**src/rtl/fetch_redirect_unit.sv**
```systemverilog
// Fetch PC generator with branch/jump redirect, pipeline flush generation,
// misaligned-target detection (sticky, halts fetch) and a saturating
// redirect counter.
//
// Fetch handshake: PCValid is the request valid and IMemReady is the ready.
// A fetch of address PC completes on a rising edge where PCValid=1 and
// IMemReady=1. While PCValid=1 and IMemReady=0 the PC is held stable. The
// only exception is a taken redirect, which abandons the pending fetch.
module fetch_redirect_unit #(
  parameter logic [31:0] RESET_PC = 32'h0000_0000,
  parameter int          CNT_W    = 16
) (
  input  logic             clk,
  input  logic             rst_n,
  input  logic             NextPCSrc,
  input  logic [31:0]      BranchTarget,
  input  logic             Stall,
  input  logic             IMemReady,
  output logic [31:0]      PC,
  output logic             PCValid,
  output logic             FlushIFID,
  output logic             FlushIDEX,
  output logic             MisalignErr,
  output logic [CNT_W-1:0] RedirectCount,
  output logic [1:0]       fsm_state
);

  typedef enum logic [1:0] {
    BOOT = 2'd0,
    RUN  = 2'd1,
    HALT = 2'd2
  } state_t;

  state_t             state;
  state_t             state_nxt;
  logic [31:0]        pc_nxt;
  logic               err_nxt;
  logic [CNT_W-1:0]   cnt_nxt;

  // Debug view of the FSM state.
  assign fsm_state = state;

  // State, PC, error flag and counter registers; async active-low reset.
  always_ff @(posedge clk or negedge rst_n) begin
    if (!rst_n) begin
      state         <= BOOT;
      PC            <= RESET_PC;
      MisalignErr   <= 1'b0;
      RedirectCount <= '0;
    end else begin
      state         <= state_nxt;
      PC            <= pc_nxt;
      MisalignErr   <= err_nxt;
      RedirectCount <= cnt_nxt;
    end
  end

  // Next-state, next-PC and combinational outputs (flushes, PCValid).
  always_comb begin
    state_nxt = state;
    pc_nxt    = PC;
    err_nxt   = MisalignErr;
    cnt_nxt   = RedirectCount;
    PCValid   = 1'b0;
    FlushIFID = 1'b0;
    FlushIDEX = 1'b0;
    case (state)
      BOOT: begin
        // One idle cycle after reset; NextPCSrc is ignored here.
        state_nxt = RUN;
      end
      RUN: begin
        PCValid = 1'b1;
        if (NextPCSrc) begin
          // A taken redirect wins over Stall and IMemReady=0.
          FlushIFID = 1'b1;
          FlushIDEX = 1'b1;
          if (BranchTarget[1:0] != 2'b00) begin
            // Misaligned target: keep PC, latch the error and stop fetching.
            err_nxt   = 1'b1;
            state_nxt = HALT;
          end else begin
            pc_nxt = BranchTarget;
            if (RedirectCount != {CNT_W{1'b1}}) begin
              cnt_nxt = RedirectCount + {{(CNT_W-1){1'b0}}, 1'b1};
            end
          end
        end else if (!Stall && IMemReady) begin
          // Fetch accepted: sequential advance, wraps modulo 2^32.
          pc_nxt = PC + 32'd4;
        end
      end
      HALT: begin
        // Everything frozen until reset.
        state_nxt = HALT;
      end
      default: begin
        state_nxt = BOOT;
      end
    endcase
  end

endmodule

```
**config.mk**
```make
export PLATFORM = sky130hd
export DESIGN_NAME = fetch_redirect_unit
export DESIGN_NICKNAME = d
export VERILOG_FILES = /design/src/rtl/fetch_redirect_unit.sv
export SDC_FILE = /design/constraint.sdc
export NUM_CORES = 1
export LEC_CHECK = 0
export ABC_AREA = 1
export CAP_MARGIN = 10
export CORE_MARGIN = 10
export CORE_UTILIZATION = 50
export CTS_CLUSTER_DIAMETER = 40
export DETAILED_ROUTE_END_ITERATION = 10
export PLACE_DENSITY = 0.82
export SLEW_MARGIN = 20
export SYNTH_ARGS = -nofsm -noshare
export SYNTH_HDL_FRONTEND = slang
export SYNTH_SLANG_ARGS = --single-unit
```
**constraint.sdc**
```tcl
create_clock -name clk -period 1.55 [get_ports clk]
set_input_delay 0.2325 -clock clk [delete_from_list [all_inputs] [get_ports clk]]
set_output_delay 0.2325 -clock clk [all_outputs]
set_load 0.1 [all_outputs]
```
; Word level (Yosys, flattened, before mapping)
; Index checks and enable logic that the tools add are counted.
[op_classes]
n_eq_ne = 6
n_addsub = 2
n_mul = 0
mux = 9
n_lt_le_gt_ge = 0
n_bitwise = 1
n_div = 0
reduce_logical = 9
n_shift = 0
[op_table]
columns = cell, n
row1 = 32-bit two-way mux, 3
row2 = "32-bit by 3-bit adder with 32-bit output, second input constant", 1
row3 = "16-bit by 1-bit adder with 16-bit output, second input constant", 1
row4 = "16-bit inequality test, second input constant", 1
row5 = "2-bit inequality test, second input constant", 3
row6 = 2-bit one-hot mux with 3 select lines, 1
row7 = 3-bit AND reduction, 2
row8 = 2-bit two-way mux, 2
row9 = 4-bit AND reduction, 1
row10 = 2-bit nonzero test, 2
row11 = 1-bit two-way mux, 3
row12 = "2-bit by 1-bit equality test with 1-bit output, second input constant", 1
row13 = "2-bit equality test, second input constant", 1
row14 = 2-bit zero test, 1
row15 = 2-bit AND reduction, 1
row16 = 1-bit logical AND, 1
row17 = 1-bit zero test, 1
row18 = 1-bit inverter, 1
[word_totals]
latch_bits = 0
mem_bits_rw = 0
out_inout_bits = 54
register_bits = 51
romBits = 0
memories = 0
inputBits = 37

; Depth between registers and ports, before layout
[depth]
depth_word = 4
ltp_mapped = 11
depth_no_buf = 10

; Least setup slack after synthesis
; Ideal clock, no wire load.
[synth_path]
path_kind = reg-to-output
from = register state[0] (netlist: fsm_state[0])
to = output port FlushIFID
path_stages_with_launch = 5
setup_slack_ns = -1.848
required_time_ns = 1.317
arrival_ns = 3.166
cell_sequence = dfrtp_1 ha_1 nand2_1 inv_1 buf_4
[synth_between]
elab_chain_cells = 2
[synth_lines]
columns = element, line
row1 = start: declaration, 34  ; state_t state;
row2 = start signal: assignment, 51  ; state <= state_nxt;
row3 = 2-bit by 1-bit equality test with 1-bit output, --
row4 = 1-bit two-way mux, --
row5 = end: declaration, 21  ; output logic FlushIFID,
; Every way passes these cells.

; Worst setup path after layout
[layout_path]
from = register state[1] (netlist: fsm_state[1])
to = register PC[12]
[layout_between]
elab_chain_cells = 2
[layout_lines]
columns = element, line
row1 = 2-bit by 1-bit equality test with 1-bit output, 67  ; case (state)
row2 = 3-bit AND reduction (no line), --
row3 = end signal: assignment, 52  ; PC <= pc_nxt;
row4 = end: declaration, 19  ; output logic [31:0] PC,
; Every way passes these cells.
; A chain may end at the register's enable or synchronous reset.

==> flow_metrics.env <==
export IMPL_gp_congestion=0.900
export IMPL_switching_share_pct=56.0
export IMPL_clockBufferDepth=2
export IMPL_p_seq_share_pct=22.0
export IMPL_ys_top_cells_by_count="194 x nand2_1, 87 x nor2_1, 51 x dfrtp_1, 51 x inv_1, 46 x nand3_1"
export IMPL_final_seq_area_mm2=0.00134
export IMPL_p_sw_mw=7.33
export IMPL_p_int_mw=5.76
export IMPL_finalHoldViolations=0
export IMPL_cts_sinks=51
export IMPL_hold_path_class="primary input to asynchronous set/reset pin"
export IMPL_drcViolationCount=0
export IMPL_dr_first_iter_drc_count=313
export IMPL_cp_data_arrival_time_ns=1.85
export IMPL_setup_viol=20
export IMPL_yosys_area_top_type="dfrtp_1"
export IMPL_grt_remaining_overflow=0
export IMPL_grt_pass1_wl_um=19800
export IMPL_synth_seq_cells=51
export IMPL_wl_um=12200
export IMPL_irDropWorstVdd_mv=1.65
export IMPL_placed_cells=758
export IMPL_finalClockSkew_ns=0.0120
export IMPL_max_cap_violations=0
export IMPL_synth_edf_count=0
export IMPL_yosys_area_share_adder_pct=1.42
export IMPL_grt_use_total_pct=21.5
export IMPL_dp_hpwl_um=9280
export IMPL_syn_inst=543
export IMPL_violations="setup timing"
export IMPL_vias=4164
export IMPL_layoutNonFillerInstCount=775
export IMPL_yosys_area_top_type_share_pct=36.2
export IMPL_drive_gt1_share_pct=31.4
export IMPL_ys_async_sr_fraction_pct=100
export IMPL_layout_setup_ws_ns=-0.0977
export IMPL_yosysMostFrequentCell="nand2_1"
export IMPL_power_leakage_nw=2.57
export IMPL_viasPerCell=5.37
export IMPL_synth_area_top_cells="dfrtp_1 36%, nand2_1 21%, nor2_1 9.3%"
export IMPL_grt_pass1_vias=4174
export IMPL_end_kind="flip-flop"
export IMPL_status="finished with violations"
export IMPL_start_util_pct=51.6
export IMPL_timing_fmax_ghz=0.607
export IMPL_insertion_delay_ns=0.31
export IMPL_critPathKind="flip-flop to flip-flop"
export IMPL_synth_simple_area_share_pct=42.1
export IMPL_core_area_mm2=0.00683
export IMPL_busiest_layer="met2"
export IMPL_rows=30
export IMPL_drtPass1Iterations=5
export IMPL_synth_distinct_cells=33
export IMPL_dieArea_mm2=0.0108
export IMPL_placed_area_mm2=0.00545
export IMPL_synth_mux_area_share_pct=0
export IMPL_ios=91
export IMPL_slew_viol_final=0
export IMPL_synthToLayoutAreaGrowth_pct=64.6
export IMPL_use_met2_pct=39.6
export IMPL_post_route_util_pct=85.0
export IMPL_p_clk_share_pct=7.5
export IMPL_synth_compound_area_share_pct=8.30
export IMPL_synth_seq_area_share_pct=36.2
export IMPL_totalPowerFinal_mw=13.1
export IMPL_worst_slew_pin_slew_ns=0.490
export IMPL_syn_area_per_cell_um2=6.50
export IMPL_chipHeight_um=104
export IMPL_cts_clk_slew_worst_paths_ns=0.10
export IMPL_cts_tree="built"
export IMPL_period_share_pct=106
export IMPL_cp_required_ns=1.75
export IMPL_met1_usage_pct=23.2
export IMPL_detail_route_wl_per_cell_um=15.8
export IMPL_slew_headroom_pct=67.3
export IMPL_nFillCells=437
export IMPL_setup_tns_ns=-0.852
export IMPL_hold_ws_ns=0.407
export IMPL_numCtsBuffers=5
export IMPL_ys_flop_type="dfrtp_1"
export IMPL_multiInputGateArea_mm2=0.00211
export IMPL_ant_nets=0
export IMPL_diodes=0
export IMPL_fp_dieW_um=104
export IMPL_rrSetupSlack_ns=-0.1
export IMPL_pre_cts_slack_ns=-0.171
export IMPL_power_frac_comb_pct=70.5
export IMPL_p_per_area_mw_per_mm2=2250
export IMPL_nets=719
export IMPL_port_buffer_count=90
export IMPL_final_area_mm2=0.00581
export IMPL_grt_max_degree=28
export IMPL_synth_top_family_by_area="simple AND/OR/NAND/NOR gates"
export IMPL_cp_max_fo=27
export IMPL_rsz0062_at_grt="true"
export IMPL_yosys_area_share_xor_xnor_pct=3.23
export IMPL_clockRootBuffer="clkbuf_8"
export IMPL_antenna_found_initial=0
export IMPL_cp_start_kind="flip-flop"
export IMPL_htreeDepth=2
export IMPL_ys_warn_count=0
export IMPL_grt_use_met3_pct=5.27
export IMPL_synth_area_mm2=0.00353
export IMPL_period_needed_ns=1.65
export IMPL_syn_num_nets=584
-- registers in the layout, summed over array words and instances (netlist names) --
name / flops
fsm_state: 2
MisalignErr: 1
PC: 32
RedirectCount: 16
-- routing by layer --
metal | vias up | share of wire (%)
met5 | - | 0
met4 | 0 | 2.8
li1 | 1970 | -
met3 | 37 | 7.6
met1 | 1945 | 37
met2 | 212 | 53
-- critical path: stages, from the launching register on --
cell,delay [ns]
dfrtp_4,0.49
inv_4,0.07
ha_4,0.14
buf_6,0.10
a21boi_4,0.20
nand2_4,0.13
inv_12,0.16
nand3_2,0.08
o21ai_1,0.12
inv_1,0.06
-- path summary, 6_finish.rpt --
check	start	to	cells past startpoint
worst min-delay path	rst_n	PC[27]	2
worst max-delay path	fsm_state[1]	PC[12]	9
max in group asynchronous	rst_n	PC[2]	3
worst max register to register	fsm_state[1]	PC[12]	9
worst min register to register	MisalignErr	MisalignErr	1
min in group clk	BranchTarget[4]	PC[4]	3
-- cell families after synthesis --
group | Yosys count
simple gates | 357
compound gates | 49
xor+xnor | 13
fa+ha+maj | 4
flops | 51
buf+inv | 69
-- power by group through the flow --
| stage | sequential, mW | combinational (mW) | clock (mW) |
|---|---|---|---|
| final | 2.88 | 9.23 | 0.981 |
| after global routing | 2.94 | 9.62 | 1.05 |
| after CTS | 2.84 | 9.10 | 0.985 |
| after detailed placement | 2.85 | 8.94 | 0 |
| after global placement | 2.80 | 8.78 | 0 |
| after floorplan | 6.37 | 1.77 | 0 |
-- cell type report --
type	count	share of cell area [%]
clock buffer	6	1.42
clock inverter	2	0.603
inverter	54	3.90
multi-input combinational	423	36.4
sequential	51	23.0
tap	96	2.07
timing repair buffer	143	32.7
-- placed cells by master (no fill, tap or decap), types with 4 or more instances in the layout --
master / count
nand2_2: 6
xnor2_1: 7
nor2_2: 14
o21ai_2: 9
buf_12: 57
o21ai_0: 6
nor3_1: 4
xor2_1: 6
dfrtp_1: 14
o21ai_1: 13
buf_6: 4
dfrtp_2: 32
nand3_1: 42
a21oi_2: 4
a21oi_1: 8
nand2_1: 191
nor2_1: 75
nand2_4: 4
nor2_4: 9
inv_1: 49
clkbuf_8: 6
nand3_2: 4
clkdlybuf4s50_1: 35
buf_4: 44
dfrtp_4: 5
-- what timing repair did --
item	in CTS	in global routing
setup endpoints to repair	17	48
buffers inserted	3	6
endpoints found under the hold margin	17	0
gates resized for setup	18	30
pin swaps	3	8
hold buffers	1	0
(Power assumes the default switching activity.)
